$ cat config.mk
export PLATFORM = sky130hd
export DESIGN_NAME = fifo_wr_arbiter
export DESIGN_NICKNAME = d
export VERILOG_FILES = /design/src/rtl/mpd_arb_pkg.sv /design/src/rtl/fifo_wr_arbiter_rr_pick.sv /design/src/rtl/fifo_wr_arbiter.sv
export SDC_FILE = /design/constraint.sdc
export NUM_CORES = 1
export LEC_CHECK = 0
export ABC_AREA = 1
export CAP_MARGIN = 20
export CORE_ASPECT_RATIO = 0.6
export CORE_MARGIN = 1
export CORE_UTILIZATION = 27
export DETAILED_ROUTE_END_ITERATION = 6
export GPL_TIMING_DRIVEN = 0
export PLACE_DENSITY = 0.69
export SYNTH_ARGS = -nofsm -noshare
export SYNTH_HDL_FRONTEND = slang
export SYNTH_SLANG_ARGS = --single-unit
$ cat constraint.sdc
create_clock -name CLK -period 3.4 [get_ports CLK]
set_input_delay 0.34 -clock CLK [delete_from_list [all_inputs] [get_ports CLK]]
set_output_delay 0.34 -clock CLK [all_outputs]
set_load 0.05 [all_outputs]
$ cat src/rtl/mpd_arb_pkg.sv
// Shared types and helpers for the mpd FIFO write arbiter.
package mpd_arb_pkg;

    typedef enum logic {
        IDLE,
        BURST
    } arb_state_e;

    localparam int STATS_W = 16;

    function automatic int id_width(input int n);
        return (n > 2) ? $clog2(n) : 1;
    endfunction

endpackage

$ cat src/rtl/fifo_wr_arbiter_rr_pick.sv
// Round-robin pick: first set request bit strictly after last_ptr, wrapping around.
module rr_pick
    import mpd_arb_pkg::*;
#(
    parameter  int NUM_REQ = 4,
    localparam int IDW     = id_width(NUM_REQ)
) (
    input  logic [NUM_REQ-1:0] req,
    input  logic [IDW-1:0]     last_ptr,
    output logic               any,
    output logic [IDW-1:0]     pick
);

    logic [IDW-1:0] idx;

    // Scan from the farthest offset down so the nearest requester after last_ptr wins.
    always_comb begin
        any  = |req;
        pick = '0;
        idx  = '0;
        for (int k = NUM_REQ; k >= 1; k--) begin
            idx = IDW'((int'(last_ptr) + k) % NUM_REQ);
            if (req[idx]) begin
                pick = idx;
            end
        end
    end

endmodule

$ cat src/rtl/fifo_wr_arbiter.sv
// Packet-atomic round-robin arbiter sharing one FIFO write port between NUM_REQ requesters.
// Define FIFO_WR_ARB_STATS_EN to add per-requester saturating packet counters on PKT_CNT.
module fifo_wr_arbiter
    import mpd_arb_pkg::*;
#(
    parameter  int NUM_REQ = 4,
    parameter  int WIDTH   = 8,
    localparam int IDW     = id_width(NUM_REQ)
) (
    input  logic                     CLK,
    input  logic                     RST,
    input  logic                     CLR,
    input  logic [NUM_REQ-1:0]       REQ_VALID,
    input  logic [NUM_REQ-1:0]       REQ_LAST,
    input  logic [NUM_REQ*WIDTH-1:0] REQ_DATA,
    output logic [NUM_REQ-1:0]       REQ_READY,
    input  logic                     FIFO_FULL_N,
    output logic                     FIFO_ENQ,
    output logic [WIDTH-1:0]         FIFO_D_IN,
    output logic                     GRANT_VALID,
`ifdef FIFO_WR_ARB_STATS_EN
    output logic [IDW-1:0]           GRANT_ID,
    output logic [NUM_REQ*STATS_W-1:0] PKT_CNT
`else
    output logic [IDW-1:0]           GRANT_ID
`endif
);

    arb_state_e     state;
    logic [IDW-1:0] owner;
    logic [IDW-1:0] last_ptr;
    logic           any;
    logic [IDW-1:0] pick;
    logic           in_burst;
    logic           xfer;
    logic [WIDTH-1:0] beat [NUM_REQ];

    for (genvar i = 0; i < NUM_REQ; i++) begin : g_beat
        assign beat[i] = REQ_DATA[i*WIDTH +: WIDTH];
    end

    rr_pick #(
        .NUM_REQ (NUM_REQ)
    ) u_pick (
        .req      (REQ_VALID),
        .last_ptr (last_ptr),
        .any      (any),
        .pick     (pick)
    );

    assign in_burst = (state == BURST);
    assign xfer     = in_burst & ~CLR & REQ_VALID[owner] & FIFO_FULL_N;

    // CLR masks the handshake so an aborted beat is neither enqueued nor acknowledged.
    always_comb begin
        REQ_READY = '0;
        if (in_burst && !CLR) begin
            REQ_READY[owner] = FIFO_FULL_N;
        end
        FIFO_ENQ    = xfer;
        FIFO_D_IN   = in_burst ? beat[owner] : '0;
        GRANT_VALID = in_burst;
        GRANT_ID    = in_burst ? owner : '0;
    end

    always_ff @(posedge CLK or posedge RST) begin
        if (RST) begin
            state    <= IDLE;
            owner    <= '0;
            last_ptr <= IDW'(NUM_REQ - 1);
        end else if (CLR) begin
            state    <= IDLE;
            owner    <= '0;
            last_ptr <= IDW'(NUM_REQ - 1);
        end else begin
            case (state)
                IDLE: begin
                    if (any) begin
                        owner <= pick;
                        state <= BURST;
                    end
                end
                BURST: begin
                    if (xfer && REQ_LAST[owner]) begin
                        state    <= IDLE;
                        last_ptr <= owner;
                    end
                end
                default: state <= IDLE;
            endcase
        end
    end

`ifdef FIFO_WR_ARB_STATS_EN
    logic [NUM_REQ*STATS_W-1:0] pkt_cnt;

    always_ff @(posedge CLK or posedge RST) begin
        if (RST) begin
            pkt_cnt <= '0;
        end else if (CLR) begin
            pkt_cnt <= '0;
        end else begin
            for (int i = 0; i < NUM_REQ; i++) begin
                if (xfer && REQ_LAST[owner] && owner == IDW'(i) &&
                    pkt_cnt[i*STATS_W +: STATS_W] != {STATS_W{1'b1}}) begin
                    pkt_cnt[i*STATS_W +: STATS_W] <= pkt_cnt[i*STATS_W +: STATS_W] + 16'd1;
                end
            end
        end
    end

    assign PKT_CNT = pkt_cnt;
`endif

endmodule

Word level (Yosys, flattened, before mapping)
Cells that the tools add are included.

Logic and storage cells: 66. Input port bits: 44. Register bits after elaboration: 5. Output and inout port bits: 16.

Muxes and demuxes: 34. Reductions and logical operators: 10. Equality and inequality tests: 1. Bitwise logic cells: 7. Order comparisons: 7. Add/subtract/negate cells: 4.

Operators by type and width (count): two-way mux 8 bit (3); two-way mux 2 bit (11); binary-select mux 8 bit (select 2 bit) (1); < comparator 2 x 3 -> 1 bit (second input constant) (5); binary-select mux 1 bit (select 2 bit) (6); two-way mux 1 bit (10); nonzero test 2 bit (3); adder 2 x 1 -> 2 bit (second input constant) (2); adder 2 bit (second input constant) (2); AND 4 bit (1); two-way mux 4 bit (1); AND reduction 2 bit (2); OR reduction 4 bit (1); AND 1 bit (3); greater-or-equal comparator 3 bit (second input constant) (1); logical AND 1 bit (3); NOT 2 -> 3 bit (1); demux 1 bit (select 2 bit) (1); greater-or-equal comparator 2 x 1 -> 1 bit (second input constant) (1); != test 2 bit (second input constant) (1); NOT 1 bit (2); case mux 1 bit (2 select lines) (1); zero test 1 bit (1).

Logic depth before layout (Yosys ltp)
Gate-level depths: netlist of run 1.

Depth after elaboration: 10. Mapped depth: 12. Gate-level depth less buffers: 11.

Hierarchy
A second synthesis of run 1 with hierarchy kept.

Cell total of the unflattened synthesis: 158. Area total of the unflattened synthesis: 908.4 um2.

Modules (own cells, without submodules): fifo_wr_arbiter (times used 1, area each 641.9 um2, seq. area each 127.6 um2, cells each 107); rr_pick (times used 1, area each 266.5 um2, seq. area each 0.0 um2, cells each 51).

Least setup slack after synthesis of run 1
No wires, ideal clock.

Path type: reg-to-output. Start point: register state (netlist: GRANT_VALID). End point: output port REQ_READY[0]. Buffers on the path: 0. Arrival: 2138 ps. Cell stages (with the launch flop): 5. Setup slack: 922 ps. Path through: dfrtp_1 inv_2 nor2_1 nand2_1 nor3_1.

Word-level cells in the longest chain between the ends: 2.

Ends and longest elaborated chain: start, declared (RTL line fifo_wr_arbiter.sv:29) `arb_state_e state;`; start signal, assigned (RTL line fifo_wr_arbiter.sv:68) `state <= IDLE;`; start signal, assigned (RTL line fifo_wr_arbiter.sv:72) `state <= IDLE;`; start signal, assigned (RTL line fifo_wr_arbiter.sv:80) `state <= BURST;`; logical AND 1 bit (RTL line fifo_wr_arbiter.sv:57) `if (in_burst && !CLR) begin`; two-way mux 4 bit (RTL line fifo_wr_arbiter.sv:57); end, declared (RTL line fifo_wr_arbiter.sv:16) `output logic [NUM_REQ-1:0] REQ_READY,`.

No other way between the ends.

Final worst setup path of run 1
Start point: input port CLR. End point: output port REQ_READY[1].

Word-level cells in the longest chain between the ends: 3.

Ends and longest elaborated chain: start, declared (RTL line fifo_wr_arbiter.sv:12) `input logic CLR,`; zero test 1 bit (RTL line fifo_wr_arbiter.sv:57); logical AND 1 bit (RTL line fifo_wr_arbiter.sv:57); two-way mux 4 bit (RTL line fifo_wr_arbiter.sv:57).

No other way between the ends.

==> run metrics, run 1 <==
status=finished clean; GRT Util Overall=16.9%; Post-CTS Hold Buffers=0; Placement Cell Area=1530 um2; CTS resizes=0; CP Capture Type=primary output; Synth Register Bits=5; post-synth cell types=28; vias in the first global route=around 1100; Max Transition Viols Final=0; Leak Pwr=0.000710 uW; P_sw=roughly 180 uW; clk slew on worst S/H paths=0.03 ns; CP Max Fanout=6; WL per Instance=11.9 um; Layout Nets=~240; GRT overflow=0; crit path DAT=2.11 ns; MaxCap Viol Count=0; Hold Vio Cnt, Final=0; via count=1116; core area=2980 um2; final wirelength=2.84 mm; # fillers=283; io pins=60; CP Class=input pin to primary output; Final Setup Violations=0; most used flip-flop cell after synthesis=dfrtp_1; I/O Buffers=59; Die Height=46.3 um; register area share after synthesis=between 10% and 20%; cells along the critical path=clkdlybuf4s50_1, nor2_1, nand2_1, nor3_1, clkdlybuf4s50_1; Combinational Power Share=between 50% and 60%; Initial Utilization=29.6%; syn_area_per_cell=~6.6 um2; Power Density=275 nW/um2; Root Buffer=clkbuf_8; CP most frequent cell=clkdlybuf4s50_1; Skew-Pair Late Insertion Delay=between 0.2 and 0.25 ns; Rows=15; largest net degree at the start of global routing=11; initial antenna violation count=0; top post-synthesis cells by count=nand2_1 (56), inv_1 (11), a22oi_1 (8), a31oi_1 (8), nand3_1 (8); layout cell share with drive strength beyond 1=15.2%; async set or reset register ratio after synthesis=100%; setup TNS=0 ns; worst slew pin tran=0.543 ns; switching part of the total=40.8%; CTS tree=yes; Starting DRT DRC Count=28; Yosys top cell area share=23.8%; H-tree levels=1; TritonRoute pass-1 iters=4; Final Instance Area=1570 um2; worst-path cell with the longest stage delay=clkdlybuf4s50_1; Post-Syn Area=about 900 um2; crit path launch type=input pin; multi-input logic area=631 um2; sequential group share of total power=15.6%; RSZ-0062 raised after global routing=no; clock buffer count from CTS=3; Tightest Hold Check Type=input pin to async pin; largest cells by area after synthesis=nand2_1 (24%), dfrtp_1 (8.5%), nor2_8 (6.8%); top-count cell post-synth=nand2_1; GP Congestion=0.690; register area=128 um2; Fin Clk Skew=0.000696 ns; top achievable clock speed=0.408 GHz; Area Growth Syn to Fin=78.0%; Internal=256 uW; Ys Warns=0; ANT nets after route=0; # Post-CTS Setup Buffers=0; relative slew slack=63.7%; leading area contributor after synthesis=nand2_1; via density per instance=4.67; Antenna diodes=0; Req. time, crit path=3.06 ns; post-synthesis cell count=between 100 and 150; EDFF count, synth=0; Die ar.=about 3500 um2; Tmin final=2.45 ns; CP peak stage delay=0.83 ns; crit share post-route=between 70% and 80%; DRC=0; maximum vdd drop=around 0.12 mV; clock network fraction of design power=24.6%; first-pass GRT wire length=4.49 mm; clk sinks=5; dpl hpwl=2.45 mm; Post-Syn Nets=~180; clock buffer depth=2; Chip Width=between 70 and 80 um
[placed cells by master (no fill, tap or decap), drive strengths merged]
cell	instances
dfstp	2
clkinv	1
nand4	4
nor2	6
nand3	9
nor3	3
a31oi	8
a22oi	10
buf	3
clkdlybuf4s50	59
clkbuf	4
dfrtp	3
nand2	61
inv	19
o211ai	1
o21ai	1
a21oi	3
[routing by layer]
layer,wire (um),track usage [%],vias to the layer above
met5,0,0,-
met4,27,2.96,0
met3,118,1.97,2
met2,1340,30.3,36
met1,1360,22.3,505
li1,-,-,573
[stage by stage]
| stage | utilization (%) | hold WS [ns] | std cells | total power (uW) | setup slack, ns |
|---|---|---|---|---|---|
| CTS | 52.6 | 0.331 | 239 | 436 | 0.945 |
| detailed placement | 51.1 | 0.514 | 235 | 327 | 0.948 |
| global route | 52.6 | 0.360 | 239 | 458 | 0.772 |
| floorplan | - | 0.117 | 134 | 226 | 0.922 |
| finish | 52.6 | 0.328 | 239 | 432 | 0.950 |
| global placement | 51.1 | 0.513 | 235 | 322 | 0.970 |
[power by group through the flow]
| stage | clock network, uW | registers, uW | logic (uW) |
|---|---|---|---|
| floorplan | 0 | 70.2 | 156 |
| global placement | 0 | 67.7 | 254 |
| detailed placement | 0 | 67.9 | 259 |
| CTS | 109 | 67.2 | 260 |
| global route | 114 | 67.7 | 276 |
| finish | 106 | 67.2 | 258 |
[critical path: cells and delay by family]
family / cells / cell delay [ns]
AND/OR/NAND/NOR: 3 / 0.48
buffers and inverters: 2 / 1.27
[area by class of cell]
| type | count | area share (%) |
|---|---|---|
| clock buffer | 4 | 2.87 |
| multi-input combinational | 106 | 40.2 |
| sequential | 5 | 8.13 |
| timing repair buffer | 59 | 37.6 |
| buffer | 3 | 1.91 |
| inverter | 20 | 5.98 |
| tap | 42 | 3.35 |
[kinds of logic after synthesis]
| family | after synthesis | synth area share, % |
|---|---|---|
| compound gates | 23 | 20.0 |
| buf+inv | 23 | 14.0 |
| flops | 5 | 14.5 |
| simple gates | 83 | 51.5 |
[final timing paths]
check,to,cells past startpoint,startpoint,slack (ns)
max,REQ_READY[1],5,CLR,0.95
min,owner[0],2,RST,0.33
max reg2reg,owner[0],12,last_ptr[0],1.92
min reg2reg,last_ptr[1],2,last_ptr[1],0.52
max in group asynchronous,last_ptr[0],2,RST,2.83
min in group CLK,last_ptr[1],2,last_ptr[1],0.52
[state kept, by name, summed over array words and instances, names as in the netlist]
register and cells:
owner 2, GRANT_VALID 1, last_ptr 2
Note: power is estimated with default switching activity, not from simulation.
==> run 2, diff against run 1 <==
--- a/config.mk
+++ b/config.mk
@@ -12,7 +12,7 @@
 export CORE_UTILIZATION = 27
 export DETAILED_ROUTE_END_ITERATION = 6
 export GPL_TIMING_DRIVEN = 0
-export PLACE_DENSITY = 0.69
+export PLACE_DENSITY = 0.71
 export SYNTH_ARGS = -nofsm -noshare
 export SYNTH_HDL_FRONTEND = slang
 export SYNTH_SLANG_ARGS = --single-unit
==> constraint.sdc (replaced) <==
create_clock -name CLK -period 2.15 [get_ports CLK]
set_input_delay 0.215 -clock CLK [delete_from_list [all_inputs] [get_ports CLK]]
set_output_delay 0.215 -clock CLK [all_outputs]
set_load 0.05 [all_outputs]
==> run 2 against run 1 <==
Net effect: power is 56% higher; clock-buffer cell count unchanged; sequential share of layout area up 0.14 points; clock skew grew 0.0028 ns; clock power grew 62%; setup slack worse by 0.82 ns; design area fell by 1.7%; non-clock buffer count did not move; die area unchanged; global-route usage increased by 0.93 points; critical endpoint is now FIFO_D_IN[0]; largest cell class unchanged.
==> run metrics, run 2 (same netlist as run 1, synthesis figures left out) <==
status=finished clean; top achievable clock speed=0.495 GHz; I/O Buffers=59; RR Endpoint=owner[0]; GRT overflow=0; Final Instance Area=1540 um2; post-layout utilization of the core=approximately half; launch point of the worst path=owner[1]; crit path DAT=1.81 ns; Internal=391 uW; met1 wire length=around 1.5 mm; DRC=0; Antenna diodes=0; Chip Width=approximately 76 um; Leak Pwr=approximately 0.00075 uW; Placed Cells=approximately 240; Root Buffer=clkbuf_8; total power=just under 700 uW; WHS=~0.19 ns; worst slew pin tran=0.507 ns; core area=approximately 3000 um2; crit path to=FIFO_D_IN[0]; via count=about 1100; Die Height=between 40 and 50 um; Fin Clk Skew=between 0.003 and 0.004 ns; Initial Utilization=29.6%; first-pass GRT wire length=4.68 mm; CTS tree=yes; clk slew on worst S/H paths=0.04 ns; relative slew slack=66.4%; Combinational Power Share=58.7%; Power Density=437 nW/um2; Req. time, crit path=1.93 ns; GRT Util Overall=17.8%; CP Max Fanout=10; wire length on met2=1.31 mm; Skew-Pair Late Insertion Delay=approximately 0.22 ns; clock buffer count from CTS=3; # Post-CTS Setup Buffers=0; switching part of the total=42.1%; crit share post-route=a little over nine tenths; FF-to-FF path depth=12; layout cell share with drive strength beyond 1=16.8%; vias in the first global route=1051; Layout Cells excl Fill=between 200 and 250; RSZ-0062 raised after global routing=no; CP Capture Type=primary output; sequential group share of total power=15.8%; clk sinks=5; Final Setup Violations=0; largest net degree at the start of global routing=11; Tmin final=2.02 ns; via density per instance=between 4 and 5; DR top layer=met3; H-tree levels=1; clock network fraction of design power=25.5%; initial antenna violation count=0; clock buffer depth=2; ANT nets after route=0; maximum vdd drop=around 0.18 mV; WL per Instance=around 12 um; CP Class=flop to primary output; TritonRoute pass-1 iters=4; setup slack, reg-to-reg=0.67 ns; Layout Nets=242; Die ar.=3510 um2; metal3 WL=103 um; Hold Vio Cnt, Final=0; GP Congestion=0.731; Tightest Hold Check Type=input pin to async pin; commonest non-fill, non-tap cell in the layout=nand2_1; MaxCap Viol Count=0; Placement Cell Area=1530 um2; R2R Path Start=last_ptr[0]; dpl hpwl=about 2.4 mm; crit path launch type=flop; Area Growth Syn to Fin=75.0%; Starting DRT DRC Count=50; Max Transition Viols Final=0; io pins=60; final wirelength=2.94 mm; P_sw=284 uW; Rows=15; leading cell types in the layout, fill and taps excluded=nand2_1 (56), clkdlybuf4s50_1 (46), inv_1 (11)
run 2: changes by cell type in the layout (fill, tap and decap cells not counted):
cell,delta
clkdlybuf4s50_1,-13
dlygate4sd2_1,+9
clkbuf_2,+3
clkdlybuf4s15_1,+1
run 2: critical path, cell delays in order (launching register included):
cell	delay (ns)
dfrtp_1	0.33
buf_6	0.20
inv_8	0.05
nor2_8	0.19
nand2_1	0.09
a31oi_1	0.18
dlygate4sd2_1	0.55
run 2: final cells by class:
class                      instances  area (um2)
clock buffer                       4        45.0
buffer                             3        30.0
timing repair buffer              59         564
fill                             286        1440
tap                               42        52.6
multi-input combinational        106         631
sequential                         5         128
inverter                          20        93.8
run 2: power by group through the flow:
stage               clock network [uW]  logic, uW  registers [uW]
global placement                     0        403             107
CTS                                177        398             106
detailed placement                   0        411             107
global route                       187        421             107
finish                             172        396             106
floorplan                            0        247             111
run 2: what timing repair did:
item,4_1_cts,5_1_grt
hold buffers,0,0
resized for setup,13,10
pin swaps,0,0
endpoints found under the setup margin,13,4
run 2: per-layer routing:
metal / vias to the layer above / GRT usage, %
li1: 571 / -
met1: 498 / 24.9
met2: 33 / 29.7
met3: 0 / 2.63
met4: 0 / 2.59
met5: - / 0
run 2: how the worst min path moves through the flow:
stage | endpoint | startpoint | slack (ns) | depth (start not counted)
global placement | owner[0] | RST | 0.43 | 2
CTS | GRANT_VALID | RST | 0.20 | 2
finish | GRANT_VALID | RST | 0.19 | 2
detailed placement | GRANT_VALID | RST | 0.43 | 2
floorplan | GRANT_VALID | RST | -0.008 | 1
global route | owner[0] | RST | 0.22 | 2
run 2: stage by stage:
| step | TNS (ns) | setup slack [ns] |
|---|---|---|
| 2_1_floorplan | -0.610 | -0.203 |
| 3_3_place_gp | -0.0960 | -0.0296 |
| 3_5_place_dp | -0.167 | -0.0767 |
| 4_1_cts | 0 | 0.0960 |
| 5_1_grt | 0 | 0.0116 |
| 6_report | 0 | 0.128 |
